[src/rtl/ddr_pkg.sv]
// Shared types for the DDR command sequencer: command/op encodings, FSM states,
// address field layout and the address decode helper.
package ddr_pkg;

    localparam int NUM_BG    = 4;
    localparam int NUM_BANK  = 4;
    localparam int NUM_BANKS = NUM_BG * NUM_BANK;
    localparam int ROW_W     = 15;
    localparam int COL_W     = 11;

    typedef enum logic [2:0] {
        CMD_NOP = 3'd0,
        CMD_ACT = 3'd1,
        CMD_RD  = 3'd2,
        CMD_WR  = 3'd3,
        CMD_PRE = 3'd4
    } cmd_e;

    typedef enum logic [1:0] {
        OP_READ    = 2'd0,
        OP_WRITE   = 2'd1,
        OP_FETCH   = 2'd2,
        OP_ILLEGAL = 2'd3
    } op_e;

    typedef enum logic [2:0] {
        S_IDLE         = 3'd0,
        S_PRE_WAIT_RAS = 3'd1,
        S_PRE_ISSUE    = 3'd2,
        S_RP_WAIT      = 3'd3,
        S_ACT_ISSUE    = 3'd4,
        S_RCD_WAIT     = 3'd5,
        S_COL_ISSUE    = 3'd6,
        S_BURST_WAIT   = 3'd7
    } seq_state_e;

    typedef struct packed {
        logic [ROW_W-1:0] row;
        logic [7:0]       high_col;
        logic [1:0]       bank;
        logic [1:0]       bg;
        logic [2:0]       low_col;
    } addr_fields_t;

    // Byte-within-burst bits [2:0] never reach the command bus, so they are dropped here.
    function automatic addr_fields_t decode_addr(input logic [32:0] addr);
        addr_fields_t f;
        f.low_col  = addr[5:3];
        f.bg       = addr[7:6];
        f.bank     = addr[9:8];
        f.high_col = addr[17:10];
        f.row      = addr[32:18];
        return f;
    endfunction

    function automatic logic [3:0] bank_idx(input addr_fields_t f);
        return {f.bg, f.bank};
    endfunction

    function automatic cmd_e col_cmd(input op_e op);
        return (op == OP_WRITE) ? CMD_WR : CMD_RD;
    endfunction

endpackage

[src/rtl/ddr_bank_tracker.sv]
// Open-row table for all 16 banks plus a per-bank tRAS down-counter that
// gates precharge; lookup is combinational for the queried bank.
module ddr_bank_tracker
    import ddr_pkg::*;
#(
    parameter int T_RAS = 52
) (
    input  logic             clk,
    input  logic             rst,
    input  logic             act_en,
    input  logic             pre_en,
    input  logic [3:0]       upd_idx,
    input  logic [ROW_W-1:0] act_row,
    input  logic [3:0]       q_idx,
    input  logic [ROW_W-1:0] q_row,
    output logic             q_hit,
    output logic             q_open,
    output logic             q_ras_ok
);

    localparam int RAS_W = $clog2(T_RAS) + 1;
    localparam logic [RAS_W-1:0] RAS_LOAD = RAS_W'(T_RAS - 1);

    logic [NUM_BANKS-1:0] open_r;
    logic [ROW_W-1:0]     row_r [NUM_BANKS];
    logic [RAS_W-1:0]     ras_r [NUM_BANKS];

    // Every bank's counter keeps running regardless of which bank the FSM is serving.
    always_ff @(posedge clk or posedge rst) begin
        if (rst) begin
            open_r <= '0;
            for (int i = 0; i < NUM_BANKS; i++) begin
                row_r[i] <= '0;
                ras_r[i] <= '0;
            end
        end else begin
            for (int i = 0; i < NUM_BANKS; i++) begin
                if (act_en && upd_idx == 4'(i)) begin
                    open_r[i] <= 1'b1;
                    row_r[i]  <= act_row;
                    ras_r[i]  <= RAS_LOAD;
                end else begin
                    if (pre_en && upd_idx == 4'(i)) begin
                        open_r[i] <= 1'b0;
                    end
                    if (ras_r[i] != '0) begin
                        ras_r[i] <= ras_r[i] - RAS_W'(1);
                    end
                end
            end
        end
    end

    assign q_open   = open_r[q_idx];
    assign q_hit    = open_r[q_idx] && (row_r[q_idx] == q_row);
    assign q_ras_ok = (ras_r[q_idx] == '0);

endmodule

[src/rtl/ddr_cmd_sequencer.sv]
// Pops one request at a time and emits PRE/ACT/RD/WR pulses under an open-page
// policy, honouring tRCD, tRP, tRAS and burst spacing.
module ddr_cmd_sequencer
    import ddr_pkg::*;
#(
    parameter int T_RCD   = 24,
    parameter int T_RP    = 24,
    parameter int T_RAS   = 52,
    parameter int T_BURST = 4
) (
    input  logic             clk,
    input  logic             rst,
    input  logic             req_valid,
    output logic             req_ready,
    input  logic [1:0]       req_op,
    input  logic [32:0]      req_addr,
    output logic             cmd_valid,
    output logic [2:0]       cmd_type,
    output logic [1:0]       cmd_bg,
    output logic [1:0]       cmd_bank,
    output logic [ROW_W-1:0] cmd_row,
    output logic [COL_W-1:0] cmd_col,
    output logic             req_done,
    output logic             req_err,
    output seq_state_e       state_dbg
);

    // Handshake: a request transfers on a rising edge where req_valid && req_ready;
    // req_ready is high only in IDLE, and the queue holds its head while it is low.

    localparam int MAX_AB = (T_RCD > T_RP) ? T_RCD : T_RP;
    localparam int MAX_CD = (T_RAS > T_BURST) ? T_RAS : T_BURST;
    localparam int MAX_T  = (MAX_AB > MAX_CD) ? MAX_AB : MAX_CD;
    localparam int CNT_W  = $clog2(MAX_T) + 1;

    // A wait state covers T-1 cycles, counting down to 0 before the next command.
    localparam logic [CNT_W-1:0] RCD_LOAD   = CNT_W'((T_RCD   >= 2) ? T_RCD   - 2 : 0);
    localparam logic [CNT_W-1:0] RP_LOAD    = CNT_W'((T_RP    >= 2) ? T_RP    - 2 : 0);
    localparam logic [CNT_W-1:0] BURST_LOAD = CNT_W'((T_BURST >= 2) ? T_BURST - 2 : 0);

    seq_state_e   state;
    logic [CNT_W-1:0] wait_cnt;
    op_e          op_q;
    addr_fields_t fld_q;
    addr_fields_t q_fld;
    cmd_e         next_cmd;
    logic         q_hit;
    logic         q_open;
    logic         q_ras_ok;
    logic         next_is_col;

    assign q_fld       = (state == S_IDLE) ? decode_addr(req_addr) : fld_q;
    assign next_is_col = (next_cmd == CMD_RD) || (next_cmd == CMD_WR);
    assign state_dbg   = state;

    ddr_bank_tracker #(.T_RAS(T_RAS)) u_tracker (
        .clk      (clk),
        .rst      (rst),
        .act_en   (next_cmd == CMD_ACT),
        .pre_en   (next_cmd == CMD_PRE),
        .upd_idx  (bank_idx(q_fld)),
        .act_row  (q_fld.row),
        .q_idx    (bank_idx(q_fld)),
        .q_row    (q_fld.row),
        .q_hit    (q_hit),
        .q_open   (q_open),
        .q_ras_ok (q_ras_ok)
    );

    // The command launched on the next edge; it also strobes the bank tracker.
    always_comb begin
        next_cmd = CMD_NOP;
        case (state)
            S_IDLE: begin
                if (req_valid && op_e'(req_op) != OP_ILLEGAL) begin
                    if (q_hit)         next_cmd = col_cmd(op_e'(req_op));
                    else if (!q_open)  next_cmd = CMD_ACT;
                    else if (q_ras_ok) next_cmd = CMD_PRE;
                end
            end
            S_PRE_WAIT_RAS: if (q_ras_ok)       next_cmd = CMD_PRE;
            S_PRE_ISSUE:    if (T_RP == 1)      next_cmd = CMD_ACT;
            S_RP_WAIT:      if (wait_cnt == '0) next_cmd = CMD_ACT;
            S_ACT_ISSUE:    if (T_RCD == 1)     next_cmd = col_cmd(op_q);
            S_RCD_WAIT:     if (wait_cnt == '0) next_cmd = col_cmd(op_q);
            default:        next_cmd = CMD_NOP;
        endcase
    end

    always_ff @(posedge clk or posedge rst) begin
        if (rst) begin
            state     <= S_IDLE;
            wait_cnt  <= '0;
            op_q      <= OP_READ;
            fld_q     <= '0;
            req_ready <= 1'b1;
            cmd_valid <= 1'b0;
            cmd_type  <= 3'd0;
            cmd_bg    <= 2'd0;
            cmd_bank  <= 2'd0;
            cmd_row   <= '0;
            cmd_col   <= '0;
            req_done  <= 1'b0;
            req_err   <= 1'b0;
        end else begin
            cmd_valid <= (next_cmd != CMD_NOP);
            cmd_type  <= next_cmd;
            cmd_bg    <= (next_cmd != CMD_NOP) ? q_fld.bg   : 2'd0;
            cmd_bank  <= (next_cmd != CMD_NOP) ? q_fld.bank : 2'd0;
            cmd_row   <= (next_cmd == CMD_ACT) ? q_fld.row  : '0;
            cmd_col   <= next_is_col ? {q_fld.high_col, q_fld.low_col} : '0;
            req_done  <= next_is_col;
            req_err   <= 1'b0;

            case (state)
                S_IDLE: begin
                    if (req_valid) begin
                        op_q  <= op_e'(req_op);
                        fld_q <= q_fld;
                        if (op_e'(req_op) == OP_ILLEGAL) begin
                            req_err <= 1'b1;
                        end else begin
                            req_ready <= 1'b0;
                            case (next_cmd)
                                CMD_ACT:        state <= S_ACT_ISSUE;
                                CMD_PRE:        state <= S_PRE_ISSUE;
                                CMD_RD, CMD_WR: state <= S_COL_ISSUE;
                                default:        state <= S_PRE_WAIT_RAS;
                            endcase
                        end
                    end
                end
                S_PRE_WAIT_RAS: begin
                    if (next_cmd == CMD_PRE) state <= S_PRE_ISSUE;
                end
                S_PRE_ISSUE: begin
                    if (T_RP == 1) begin
                        state <= S_ACT_ISSUE;
                    end else begin
                        state    <= S_RP_WAIT;
                        wait_cnt <= RP_LOAD;
                    end
                end
                S_RP_WAIT: begin
                    if (wait_cnt == '0) state <= S_ACT_ISSUE;
                    else                wait_cnt <= wait_cnt - CNT_W'(1);
                end
                S_ACT_ISSUE: begin
                    if (T_RCD == 1) begin
                        state <= S_COL_ISSUE;
                    end else begin
                        state    <= S_RCD_WAIT;
                        wait_cnt <= RCD_LOAD;
                    end
                end
                S_RCD_WAIT: begin
                    if (wait_cnt == '0) state <= S_COL_ISSUE;
                    else                wait_cnt <= wait_cnt - CNT_W'(1);
                end
                S_COL_ISSUE: begin
                    if (T_BURST == 1) begin
                        state     <= S_IDLE;
                        req_ready <= 1'b1;
                    end else begin
                        state    <= S_BURST_WAIT;
                        wait_cnt <= BURST_LOAD;
                    end
                end
                S_BURST_WAIT: begin
                    if (wait_cnt == '0) begin
                        state     <= S_IDLE;
                        req_ready <= 1'b1;
                    end else begin
                        wait_cnt <= wait_cnt - CNT_W'(1);
                    end
                end
                default: state <= S_IDLE;
            endcase
        end
    end

endmodule

[config.mk]
export PLATFORM = sky130hd
export DESIGN_NAME = ddr_cmd_sequencer
export DESIGN_NICKNAME = d
export VERILOG_FILES = /design/src/rtl/ddr_pkg.sv /design/src/rtl/ddr_bank_tracker.sv /design/src/rtl/ddr_cmd_sequencer.sv
export SDC_FILE = /design/constraint.sdc
export NUM_CORES = 1
export LEC_CHECK = 0
export ABC_AREA = 1
export ABC_CLOCK_PERIOD_IN_PS = 16800
export CORE_MARGIN = 2
export CORE_UTILIZATION = 45
export DETAILED_ROUTE_END_ITERATION = 16
export GPL_TIMING_DRIVEN = 0
export PLACE_DENSITY = 0.66
export SYNTH_ARGS = -nofsm -noshare
export SYNTH_HDL_FRONTEND = slang
export SYNTH_SLANG_ARGS = --single-unit
export TNS_END_PERCENT = 20
[constraint.sdc]
create_clock -name clk -period 16.8 [get_ports clk]
set_input_delay 1.68 -clock clk [delete_from_list [all_inputs] [get_ports clk]]
set_output_delay 1.68 -clock clk [all_outputs]
set_load 0.005 [all_outputs]
==> Word-level counts from Yosys, hierarchy flattened <==
Cells that the tools add are included.
{ "op_classes": {"n_bitwise": 1, "n_eq_ne": 38, "n_mux": 103, "add_sub_neg": 17, "magnitude_cmp": 2, "reduce_logical": 97} }
{ "ops": {"columns": ["operator", "count"], "rows": [
  ["$mux 7", 35],
  ["$sub 7x1->7 const B", 17],
  ["$reduce_bool 7->1", 16],
  ["$reduce_bool 2->1", 33],
  ["$bmux 15 s4", 1],
  ["$mux 15", 3],
  ["$mux 1", 42],
  ["$logic_and 1x1->1", 34],
  ["$eq 4x4->1 const B", 8],
  ["$mux 3", 10],
  ["$mux 30", 1],
  ["$bmux 7 s4", 1],
  ["$pmux 3 s8", 1],
  ["$pmux 7 s3", 1],
  ["$eq 4x3->1 const B", 4],
  ["$eq 15x15->1", 1],
  ["$eq 3x3->1 const B", 5],
  ["$logic_not 7->1", 2],
  ["$ne 2x2->1 const B", 7],
  ["$eq 3x2->1 const B", 4],
  ["$pmux 3 s4", 1],
  ["$mux 11", 1],
  ["$pmux 3 s3", 1],
  ["$eq 4x2->1 const B", 2],
  ["20 further kinds", 27]
]} }
{ "totals": {"in_bits": 38, "out_inout_bits": 40, "ff_bits": 447} }

==> Longest topological paths before layout <==
Gate-level depths: netlist (run 1).
{ "depth": {"ltp_word": 18, "depth_mapped": 31, "ltp_nobuf": 27} }

==> Hierarchy <==
From an unflattened synthesis (run 1), not the netlist that was laid out.
{ "unflattened": {"cells_unflattened": 2832, "area_unflattened_um2": 22327.7} }
{ "modules_own_cells": {"columns": ["mod", "n_inst", "cells_per_inst", "area_per_inst_um2"], "rows": [
  ["ddr_bank_tracker", 1, 2430, 18604.1],
  ["ddr_cmd_sequencer", 1, 402, 3723.6]
]} }

==> Worst setup path before layout (run 1) <==
No wires, ideal clock.
{ "synth_timing": {"path_type": "in2reg", "startpoint": "input port req_addr[8]", "endpoint": "register u_tracker.ras_r[45] (netlist name)", "arrival_time_ns": 4.125, "setup_slack_ns": 12.558, "cell_stages": 29, "required_ns": 16.683, "path_buffers": 5, "path_cell_list": "inv_1 -> nand3_1 -> nand2_1 -> buf_4 -> buf_2 -> nand2_1 -> nand2_1 -> nand2_1 -> nand2_1 -> nand2_1 -> nand2_1 -> nor2_1 -> nand2_1 -> nand2_1 -> nor2_1 -> nand2_1 -> nor2_2 -> nand3_1 -> nand2_1 -> nand2_1 -> nand2_2 -> nand3_4 -> inv_4 -> buf_6 -> nand2_1 -> buf_4 -> buf_6 -> o21ai_1 -> inv_2"} }
{ "synth_lines": {"columns": ["item", "line_no", "text"], "rows": [
  ["from (decl)", "ddr_cmd_sequencer.sv:16", "input logic [32:0] req_addr,"],
  ["$mux 30 (*)", "ddr_cmd_sequencer.sv:52", "assign q_fld = (state == S_IDLE) ? decode_addr(req_addr) : fld_q;"],
  ["$not 4->5 (implied by the code)", "ddr_bank_tracker.sv:55", "assign q_hit = open_r[q_idx] && (row_r[q_idx] == q_row);"],
  ["$bmux 15 s4", "ddr_bank_tracker.sv:55", null],
  ["$mux 15 (implied by the code) (2 in a row)", "ddr_bank_tracker.sv:55", null],
  ["$eq 15x15->1", "ddr_bank_tracker.sv:55", null],
  ["$logic_and 1x1->1", "ddr_bank_tracker.sv:55", null],
  ["$mux 3 (*)", "ddr_cmd_sequencer.sv:76", "if (q_hit) next_cmd = col_cmd(op_e'(req_op));"],
  ["$mux 3 (*)", "ddr_cmd_sequencer.sv:75", "if (req_valid && op_e'(req_op) != OP_ILLEGAL) begin"],
  ["$pmux 3 s4 (*)", "ddr_cmd_sequencer.sv:73", "case (state)"],
  ["net next_cmd[0]", "ddr_cmd_sequencer.sv:46", "cmd_e next_cmd;"],
  ["$eq 3x1->1 (*)", "ddr_cmd_sequencer.sv:59", ".act_en (next_cmd == CMD_ACT),"],
  ["$logic_and 1x1->1 (*)", "ddr_bank_tracker.sv:38", "if (act_en && upd_idx == 4'(i)) begin"],
  ["$mux 7 or $reduce_bool 2->1 (tied branches)", null, null],
  ["to (signal, indexed assignment)", "ddr_bank_tracker.sv:47", "ras_r[i] <= ras_r[i] - RAS_W'(1);"],
  ["to (decl)", "ddr_bank_tracker.sv:26", "logic [RAS_W-1:0] ras_r [NUM_BANKS];"]
]} }
Mark *: on every way through the listed nets, which the timed path passes. The rest lies on a longest branch. The select of a mux whose other input is x is not followed.
A chain may end at the register's enable or synchronous reset.

==> Worst setup path in the final report (run 1) <==
{ "layout_timing": {"startpoint": "input port req_addr[8]", "endpoint": "register u_tracker.ras_r[29] (netlist name)"} }
Same word-level chain as after synthesis.

==> results of run 1 <==
[cell families (layout without fill, tap and decap cells)]
| group | count (synthesis) | in the layout | synth area share [%] |
|---|---|---|---|
| AND/OR/NAND/NOR | 1438 | 1438 | 25.85 |
| buffers and inverters | 551 | 716 | 10.67 |
| flip-flops | 447 | 447 | 50.17 |
| AO/OA/AOI/OAI | 426 | 426 | 10.26 |
| XOR/XNOR | 48 | 48 | 1.885 |
| adder cells (fa/ha/maj) | 21 | 21 | 1.178 |
[Yosys cell counts (12+ instances only)]
library cell     n
a21oi_1         16
buf_2           50
buf_4           20
buf_6           22
clkbuf_1        45
dfrtp_1        446
ha_1            21
inv_1          398
nand2_1       1093
nand3_1         90
nand3b_1        12
nand4_1         20
nor2_1         159
nor3_1          29
o211ai_1        14
o21ai_0        209
o21ai_1        147
xor2_1          46
[path summary, 6_finish.rpt]
| path | from | end | slack [ns] | cells after the start |
|---|---|---|---|---|
| worst min-delay path | op_q[1] | op_q[1] | 0.47 | 2 |
| worst max-delay path | req_addr[8] | u_tracker.ras_r[29] | 10.90 | 24 |
| worst min register to register | op_q[1] | op_q[1] | 0.47 | 2 |
| worst max register to register | state_dbg[0] | u_tracker.ras_r[29] | 11.50 | 25 |
| max in group asynchronous | rst | cmd_row[8] | 13.53 | 4 |
| min in group asynchronous | rst | u_tracker.ras_r[107] | 1.65 | 2 |
[where the power goes]
| part | total, mW | switching [mW] | internal (mW) |
|---|---|---|---|
| Combinational | 2.67 | 1.81 | 0.853 |
| Clock | 1.08 | 0.443 | 0.634 |
| Sequential | 1.71 | 0.243 | 1.46 |
| Total | 5.45 | 2.50 | 2.95 |
[state kept, by name, summed over array words and instances (netlist names)]
| signal | cells |
|---|---|
| cmd_bank | 2 |
| cmd_bg | 2 |
| cmd_col | 11 |
| cmd_row | 15 |
| cmd_type | 3 |
| cmd_valid | 1 |
| fld_q | 30 |
| op_q | 2 |
| req_done | 1 |
| req_err | 1 |
| req_ready | 1 |
| state_dbg | 3 |
| u_tracker.open_r | 16 |
| u_tracker.ras_r | 112 |
| u_tracker.row_r | 240 |
| wait_cnt | 7 |
[stage by stage]
step / hold WS, ns / cells / setup TNS, ns
3_5_place_dp: 0.4581 / 3672 / 0
3_3_place_gp: 0.4533 / 3669 / -1245.12
6_report: 0.4686 / 3760 / 0
2_1_floorplan: 0.4332 / 2931 / 0
5_1_grt: 0.4971 / 3760 / 0
4_1_cts: 0.4717 / 3760 / 0
[per-layer routing]
metal | GRT usage [%] | vias up | part of all wire [%] | wire [um]
li1 | - | 9325 | - | -
met1 | 33.92 | 9390 | 44 | 27840
met2 | 40.96 | 563 | 47 | 29450
met3 | 2.955 | 125 | 5.3 | 3313
met4 | 9.508 | 0 | 3.4 | 2101
met5 | 0 | - | 0 | 0
[critical path: cells and delay by family]
family	cells	cell delay, ns
AO/OA/AOI/OAI	3	0.43
AND/OR/NAND/NOR	14	2.14
buffers and inverters	7	2.06
[layout make-up]
cell class                 count  area share, %
sequential                   447          43.77
multi-input combinational   1933          34.18
inverter                     410          6.080
clock buffer                  76          5.791
buffer                       141          3.255
tap                          664          3.251
timing repair buffer          77          3.221
clock inverter                12         0.4553
==> run_results.csv, run 1 <==
group,metric,value,unit
run_status,status,"finished clean",
worst_setup_path,critPathLaunchType,"input port",
floorplan,die_y,226.6,um
yosys,ys_ff_latch,447,
sta,clock_skew,0.02923,ns
sta,finalMaxSlewViolations,0,
power,ir_drop,0.1091,mV
sta,relSlewSlack,39.09,%
worst_setup_path,crit_top_cell,"nand2_1",
power,p_total,5.450,mW
sta,max_freq,169.6,MHz
yosys,synthTopCellsByArea,"dfrtp_1 (50%), nand2_1 (18%), inv_1 (6.7%)",
cells_and_area,n_fill_cell,4668,
yosys,ys_seq_area_share,50.17,%
detailed_routing,drtIter0Drc,1751,
yosys,synth_top_area_share,50.05,%
flow_run,maxCapViolations,0,
sta,fin_ws,10.90,ns
detailed_routing,via_per_inst,5.160,
yosys,synth_cell_types,44,
sta,period_minus_slack,5.897,ns
sta,rsz0062_at_grt,"false",
cts,clk_pin_slew,0.07,ns
detailed_routing,wire_per_inst,16.68,um
cts,h-tree-depth,2,
min_path,hold_path.class,"register to register",
cells_and_area,fin_nets,3118,
detailed_routing,num_vias,19403,
floorplan,dieArea,51350,um2
cts,cts.path.max_buffers,3,
grt,grt_usage,24.94,%
detailed_routing,ant_nets,0,
yosys,synth_nets,2990,
sta,period_share,35.10,%
cts,post_cts_resized,0,
cells_and_area,layout-drive-gt1-share,6.815,%
yosys,synth_edf_count,0,
cts,cts_made_buffers,49,
cells_and_area,design_area,25560,um2
floorplan,fp-row-count,81,
yosys,ys_warn_count,0,
worst_setup_path,path_class,"input port to register",
worst_setup_path,worstPathMaxFanout,10,
placement,dp_hpwl,44660,um
worst_setup_path,cp_data_arrival_time,6.35,ns
worst_setup_path,critPathRequiredTime,17.25,ns
cts,cts_setup_buffers,0,
yosys,postSynthAreaPerCell,7.608,um2
sta,hold_viol_final,0,
grt,gr-total-overflow,0,
cts,clkLatencyLatePin,0.60,ns
worst_setup_path,critPathMaxStageDelay,0.53,ns
power,power.leakage,12.96,nW
yosys,ys.flop_type,"dfrtp_1",
cells_and_area,antenna_cells,0,
yosys,syn_area,22300,um2
cells_and_area,multiInputGateArea,8735,um2
floorplan,pin_count,78,
yosys,yosysTopAreaCell,"dfrtp_1",
cts,cts_sinks,447,
detailed_routing,drc,0,
sta,worstMarginPinSlew,0.9137,ns
cts,cts_root_buffer,"clkbuf_16",
power,p_per_area,213.2,nW/um2
cells_and_area,most-common-layout-cells,"nand2_1 (1,093), dfrtp_1 (446), inv_1 (397)",
grt,grt_pass1_wl,99690,um
detailed_routing,drt_wl_total,62710,um
worst_setup_path,end_kind,"register",
floorplan,initial_utilization,45.56,%
cells_and_area,regArea,11190,um2
placement,io_buffers,74,
placement,placed_area,23960,um2
grt,antenna_found_initial,0,
yosys,postSynth.asyncResetShare,100.0,%
sta,setup_violations,0,
cells_and_area,final_core_util,52.21,%
cells_and_area,syn_to_final_growth,14.61,%
placement,pre_cts_ws,10.40,ns
cts,cts_tree,"built",
detailed_routing,drtPass1Iterations,5,
placement,finalWeightedCongestion,0.8840,
floorplan,core_area,48950,um2
cts,ctsHoldBuffers,0,
worst_setup_path,cp_slowest_cell,"clkdlybuf4s50_1",
yosys,syn-instance-count,2931,
floorplan,dieWidth,226.6,um
grt,grt_pass1_vias,18898,
cells_and_area,final_common_cell,"nand2_1",
worst_setup_path,cp_cell_sequence,"clkdlybuf4s50_1, nand3_2, nand2_2, buf_4, buf_2, o21ai_0, nand2_1, nand2_1, nand2_1, nand2_1, o21ai_0, nand2_1, nor2_1, nand2_1, nor2_1, nand3_1, nand2_1, inv_2, nand3_4, inv_4, nand2_1, buf_2, buf_2, o211ai_1",
grt,grt_max_degree,123,
No activity file was read; power rests on OpenSTA's default activity.
==> inputs of run 2 (changes only) <==
ABC_CLOCK_PERIOD_IN_PS = 5900   (was 16800)
clock period = 5.9 ns   (was 16.8 ns; I/O delays follow)
==> run 2 against run 1 <==
Net effect:
- sequential power rose to 2.8 times the previous value
- wire length rose by 0.91%
- largest cell class unchanged
- largest power group unchanged
- critical endpoint is now u_tracker.row_r[62]
- clock power rose to 2.9 times the previous value
==> run_results.csv, run 2 (synthesis gave the netlist of run 1 again) <==
group,metric,value,unit
grt,gr-total-overflow,0,
cts,clk_pin_slew,0.06,ns
worst_setup_path,worstPathMaxFanout,10,
cts,cts_root_buffer,"clkbuf_16",
cts,ctsHoldBuffers,0,
detailed_routing,wire_per_inst,16.82,um
sta,setup_violations,0,
floorplan,dieWidth,226.6,um
sta,period_minus_slack,5.283,ns
sta,final.setup.tns,0,ns
sta,rsz0062_at_grt,"false",
cells_and_area,final_core_util,52.46,%
grt,grt_max_degree,44,
placement,finalWeightedCongestion,0.8827,
floorplan,initial_utilization,45.56,%
sta,max_freq,189.3,MHz
placement,io_buffers,74,
sta,finalMaxSlewViolations,0,
placement,place_inst,3680,
cells_and_area,fin_nets,3125,
worst_setup_path,r2r_cells,27,
grt,busiest_layer,"met2",
min_path,holdPathStages,2,
grt,gr-usage-met2,41.90,%
detailed_routing,drtPass1Iterations,6,
cts,cts_made_buffers,48,
sta,period_share,89.55,%
power,power.leakage,13.01,nW
detailed_routing,drtIter0Drc,1704,
min_path,holdCritStartpoint,"wait_cnt[0]",
worst_setup_path,cp_data_arrival_time,5.78,ns
grt,grt_usage,25.17,%
sta,clock_skew,0.02033,ns
cells_and_area,largest_reg_flops,240,
detailed_routing,ant_nets,0,
cells_and_area,most-common-layout-cells,"nand2_1 (1,093), dfrtp_1 (446), inv_1 (397)",
cts,h-tree-depth,2,
cts,cts_setup_buffers,0,
cells_and_area,n_fill_cell,4666,
cts,cts_tree,"built",
grt,grt_pass1_vias,18961,
detailed_routing,drc,0,
detailed_routing,drt_wl_total,63280,um
floorplan,pin_count,78,
grt,grt_pass1_wl,100900,um
sta,hold_viol_final,0,
detailed_routing,num_vias,19451,
cts,clkLatencyLatePin,0.60,ns
placement,dp_hpwl,45690,um
floorplan,core_area,48950,um2
cells_and_area,final_cells,3763,
power,p_per_area,605.3,nW/um2
min_path,holdPathEnd,"wait_cnt[0]",
cells_and_area,layout-drive-gt1-share,7.035,%
floorplan,dieArea,51350,um2
floorplan,fp-row-count,81,
cells_and_area,largestRegisters,"u_tracker.row_r x240, u_tracker.ras_r x112, fld_q x30",
sta,relSlewSlack,36.14,%
cells_and_area,syn_to_final_growth,15.16,%
cells_and_area,largest_register,"u_tracker.row_r",
cts,cts.path.max_buffers,3,
grt,antenna_found_initial,0,
cells_and_area,final_common_cell,"nand2_1",
worst_setup_path,end_kind,"register",
detailed_routing,via_per_inst,5.169,
floorplan,die_y,226.6,um
min_path,hold_path.class,"register to register",
worst_setup_path,reg2reg_setup_slack,0.62,ns
power,ir_drop,0.3038,mV
run_status,status,"finished clean",
worst_setup_path,critPathRequiredTime,6.40,ns
grt,grt_util_met1,33.67,%
worst_setup_path,rr_startpoint,"state_dbg[1]",
cells_and_area,antenna_cells,0,
worst_setup_path,path_class,"register to register",
worst_setup_path,crit-reg2reg-capture,"u_tracker.row_r[62]",
worst_setup_path,critPathLaunchType,"register",
flow_run,maxCapViolations,0,
cts,post_cts_resized,0,
grt,grtUsageMet3,3.434,%
sta,worstMarginPinSlew,0.9580,ns
cts,cts_sinks,447,
run 2: layer usage:
metal / vias up / wire length (um)
met5: - / 0
met4: 0 / 1933
met3: 124 / 4051
met2: 617 / 29850
met1: 9383 / 27440
li1: 9327 / -
run 2: per-stage QoR:
stage | worst slack, ns | hold WS, ns | instance area (um2) | total power [mW]
6_report | 0.6167 | 0.4678 | 25680 | 15.54
2_1_floorplan | -0.7323 | 0.4332 | 22300 | 9.995
3_3_place_gp | -3.699 | 0.4530 | 23880 | 12.16
4_1_cts | 0.7457 | 0.4732 | 25680 | 15.54
3_5_place_dp | 0.5932 | 0.4547 | 24100 | 12.40
5_1_grt | 0.2710 | 0.4972 | 25680 | 16.84
run 2: where the power goes:
part	internal [mW]	switching [mW]	leakage (nW)	total [mW]
combinational	2.44	5.16	6.34	7.60
sequential	4.17	0.699	5.89	4.86
clock	1.83	1.26	0.779	3.08
total	8.43	7.12	13.0	15.5
run 2: worst max path at each step:
| stage | startpoint | endpoint | cells after the start |
|---|---|---|---|
| final | state_dbg[1] | u_tracker.row_r[62] | 27 |
| after global routing | state_dbg[0] | u_tracker.row_r[46] | 27 |
| after CTS | state_dbg[1] | u_tracker.row_r[62] | 27 |
| after detailed placement | req_addr[8] | u_tracker.row_r[74] | 26 |
| after global placement | rst | cmd_valid | 2 |
| after floorplan | rst | cmd_bank[0] | 1 |
run 2: cell type report:
type / instances / area, um2 / share of cell area, %
Sequential cell: 447 / 11190 / 43.56
Buffer: 141 / 832.0 / 3.240
Tap cell: 664 / 830.8 / 3.235
Inverter: 410 / 1550 / 6.037
Clock buffer: 70 / 1415 / 5.510
Clock inverter: 13 / 170.2 / 0.6626
Timing Repair Buffer: 85 / 960.9 / 3.742
Multi-Input combinational cell: 1933 / 8735 / 34.01
run 2: worst max-delay path, cell delays in order (launching register included):
cell and delay [ns]:
dfrtp_1 0.44, inv_1 0.10, ha_1 0.39, nand3_1 0.33, nand2_1 0.23, clkbuf_1 0.74, nand2_1 0.10, nand2_1 0.10
nand2_1 0.05, nand2_1 0.11, nand2_1 0.06, nand2_1 0.17, nor2_1 0.06, nand2_1 0.06, nand2_1 0.06, nor2_1 0.10
nand2_1 0.14, nor2_1 0.24, nand3_1 0.13, nand2_1 0.15, inv_2 0.13, nand3_4 0.21, inv_4 0.08, nand2_1 0.15
buf_2 0.31, buf_2 0.33, nand2_1 0.10, o21ai_0 0.09
==> inputs of run 3 (changes only) <==
CORE_MARGIN = not set   (was 2)
SETUP_SLACK_MARGIN = 0.1   (was not set)
==> run 3 against run 2 <==
Net effect:
- non-clock buffer count increased by 1
- worst hold slack got worse by 0.032 ns
- power decreased by 0.26%
- setup slack got worse by 0.083 ns
- global-route usage increased by 0.51 points
- die area decreased by 1.8%
- wire length decreased by 0.85%
- first-iteration DRC count increased by 5.0%
- critical path type unchanged
==> run_results.csv, run 3 (synthesis gave the netlist of run 1 again) <==
group,metric,value,unit
detailed_routing,num_vias,19257,
cells_and_area,layout-drive-gt1-share,7.055,%
cells_and_area,final_common_cell,"nand2_1",
sta,final.setup.tns,0,ns
detailed_routing,ant_nets,0,
grt,gr-total-overflow,0,
cts,cts_tree,"built",
detailed_routing,drtIter0Drc,1790,
cells_and_area,design_area,25710,um2
floorplan,pin_count,78,
floorplan,initial_utilization,45.56,%
cells_and_area,most-common-layout-cells,"nand2_1 (1,093), dfrtp_1 (446), inv_1 (397)",
cells_and_area,syn_to_final_growth,15.28,%
cells_and_area,fin_nets,3126,
worst_setup_path,worstPathMaxFanout,10,
cts,cts_made_buffers,48,
cts,ctsHoldBuffers,0,
sta,worstMarginPinSlew,0.9779,ns
cells_and_area,largestRegisters,"u_tracker.row_r x240, u_tracker.ras_r x112, fld_q x30",
grt,grt_pass1_wl,101500,um
grt,grt_pass1_vias,19009,
worst_setup_path,reg2reg_setup_slack,0.53,ns
sta,rsz0062_at_grt,"false",
worst_setup_path,rr_startpoint,"state_dbg[0]",
sta,finalMaxSlewViolations,0,
grt,grt_usage,25.67,%
flow_run,maxCapViolations,0,
worst_setup_path,crit-reg2reg-capture,"u_tracker.ras_r[31]",
run_status,status,"finished clean",
grt,antenna_found_initial,0,
placement,io_buffers,74,
power,p_per_area,603.1,nW/um2
cts,clkLatencyLatePin,0.59,ns
sta,relSlewSlack,34.80,%
cts,post_cts_resized,0,
detailed_routing,wire_per_inst,16.65,um
cells_and_area,largest_reg_flops,240,
placement,placed_area,24120,um2
cts,cts.path.max_buffers,3,
detailed_routing,via_per_inst,5.109,
floorplan,die_y,224.6,um
floorplan,dieArea,50450,um2
detailed_routing,drtPass1Iterations,6,
worst_setup_path,r2r_cells,27,
power,power.leakage,13.02,nW
grt,grt_max_degree,43,
min_path,hold_path.class,"input port to async pin",
detailed_routing,drt_wl_total,62740,um
worst_setup_path,cp-startpoint,"state_dbg[0]",
sta,max_freq,186.4,MHz
cts,cts_setup_buffers,0,
power,ir_drop,0.3301,mV
worst_setup_path,critPathRequiredTime,6.43,ns
floorplan,fp-row-count,81,
sta,clock_skew,0.01182,ns
sta,setup_violations,0,
sta,period_minus_slack,5.366,ns
placement,finalWeightedCongestion,0.9036,
cts,cts_sinks,447,
placement,dp_hpwl,45510,um
worst_setup_path,path_class,"register to register",
worst_setup_path,critPathLaunchType,"register",
worst_setup_path,cp_data_arrival_time,5.89,ns
detailed_routing,drc,0,
floorplan,dieWidth,224.6,um
sta,hold_viol_final,0,
worst_setup_path,end_kind,"register",
sta,period_share,90.95,%
floorplan,core_area,48950,um2
cts,h-tree-depth,2,
cts,cts_root_buffer,"clkbuf_16",
cts,clk_pin_slew,0.06,ns
cells_and_area,largest_register,"u_tracker.row_r",
==> run 3: critical path, cell delays in order, from the launching register on <==
cell and delay [ns]:
dfrtp_1 0.45, inv_1 0.11, ha_1 0.41, nand3_1 0.34, nand2_1 0.23, clkbuf_1 0.75, nand2_1 0.11, nand2_1 0.11
nand2_1 0.05, nand2_1 0.10, nand2_1 0.06, nand2_1 0.17, nor2_1 0.06, nand2_1 0.06, nand2_1 0.06, nor2_1 0.10
nand2_1 0.16, nor2_1 0.25, nand3_1 0.11, nand2_1 0.15, inv_2 0.13, nand3_4 0.21, inv_4 0.08, nand2_1 0.15
buf_2 0.32, buf_2 0.33, o21ai_0 0.15, inv_1 0.08
==> run 3: metal layers <==
layer  share of wire [%]  vias to the layer above  global-route usage (%)  wire (um)
met1                  44                     9267                   34.69      27590
met3                 5.8                      107                   3.201       3670
li1                    -                     9344                       -          -
met5                   0                        -                       0          0
met4                 2.8                        0                   9.304       1765
met2                  47                      539                   42.44      29710
==> run 3: where the power goes <==
| part | switching (mW) | total [mW] | internal (mW) |
|---|---|---|---|
| sequential | 0.697 | 4.86 | 4.17 |
| combinational | 5.14 | 7.58 | 2.44 |
| clock | 1.26 | 3.06 | 1.80 |
| total | 7.10 | 15.5 | 8.40 |
==> run 3: how the worst max path moves through the flow <==
stage / to / slack [ns]
2_1_floorplan: cmd_bank[0] / -0.73
3_3_place_gp: u_tracker.ras_r[2] / -3.73
3_5_place_dp: u_tracker.ras_r[31] / 0.56
4_1_cts: u_tracker.ras_r[31] / 0.68
5_1_grt: u_tracker.ras_r[31] / 0.32
6_report: u_tracker.ras_r[31] / 0.53
==> run 3: stage by stage <==
| stage | power, mW | worst slack, ns | utilization (%) | hold slack (ns) | instances |
|---|---|---|---|---|---|
| 6_report | 15.50 | 0.5338 | 52.52 | 0.4358 | 3769 |
| 5_1_grt | 16.83 | 0.3233 | 52.51 | 0.4811 | 3768 |
| 4_1_cts | 15.52 | 0.6773 | 52.51 | 0.4475 | 3768 |
| 3_5_place_dp | 12.40 | 0.5576 | 49.27 | 0.4557 | 3681 |
| 3_3_place_gp | 12.17 | -3.733 | 48.77 | 0.4528 | 3669 |
| 2_1_floorplan | 9.995 | -0.7323 | - | 0.4332 | 2931 |
==> run 3: area by class of cell <==
type | count | area [um2]
fill | 4602 | 23240
sequential | 447 | 11190
multi-input combinational | 1933 | 8735
inverter | 410 | 1550
clock buffer | 78 | 1485
timing repair buffer | 86 | 980.9
buffer | 141 | 832.0
tap | 664 | 830.8
clock inverter | 9 | 105.1
antenna | 1 | 2.502
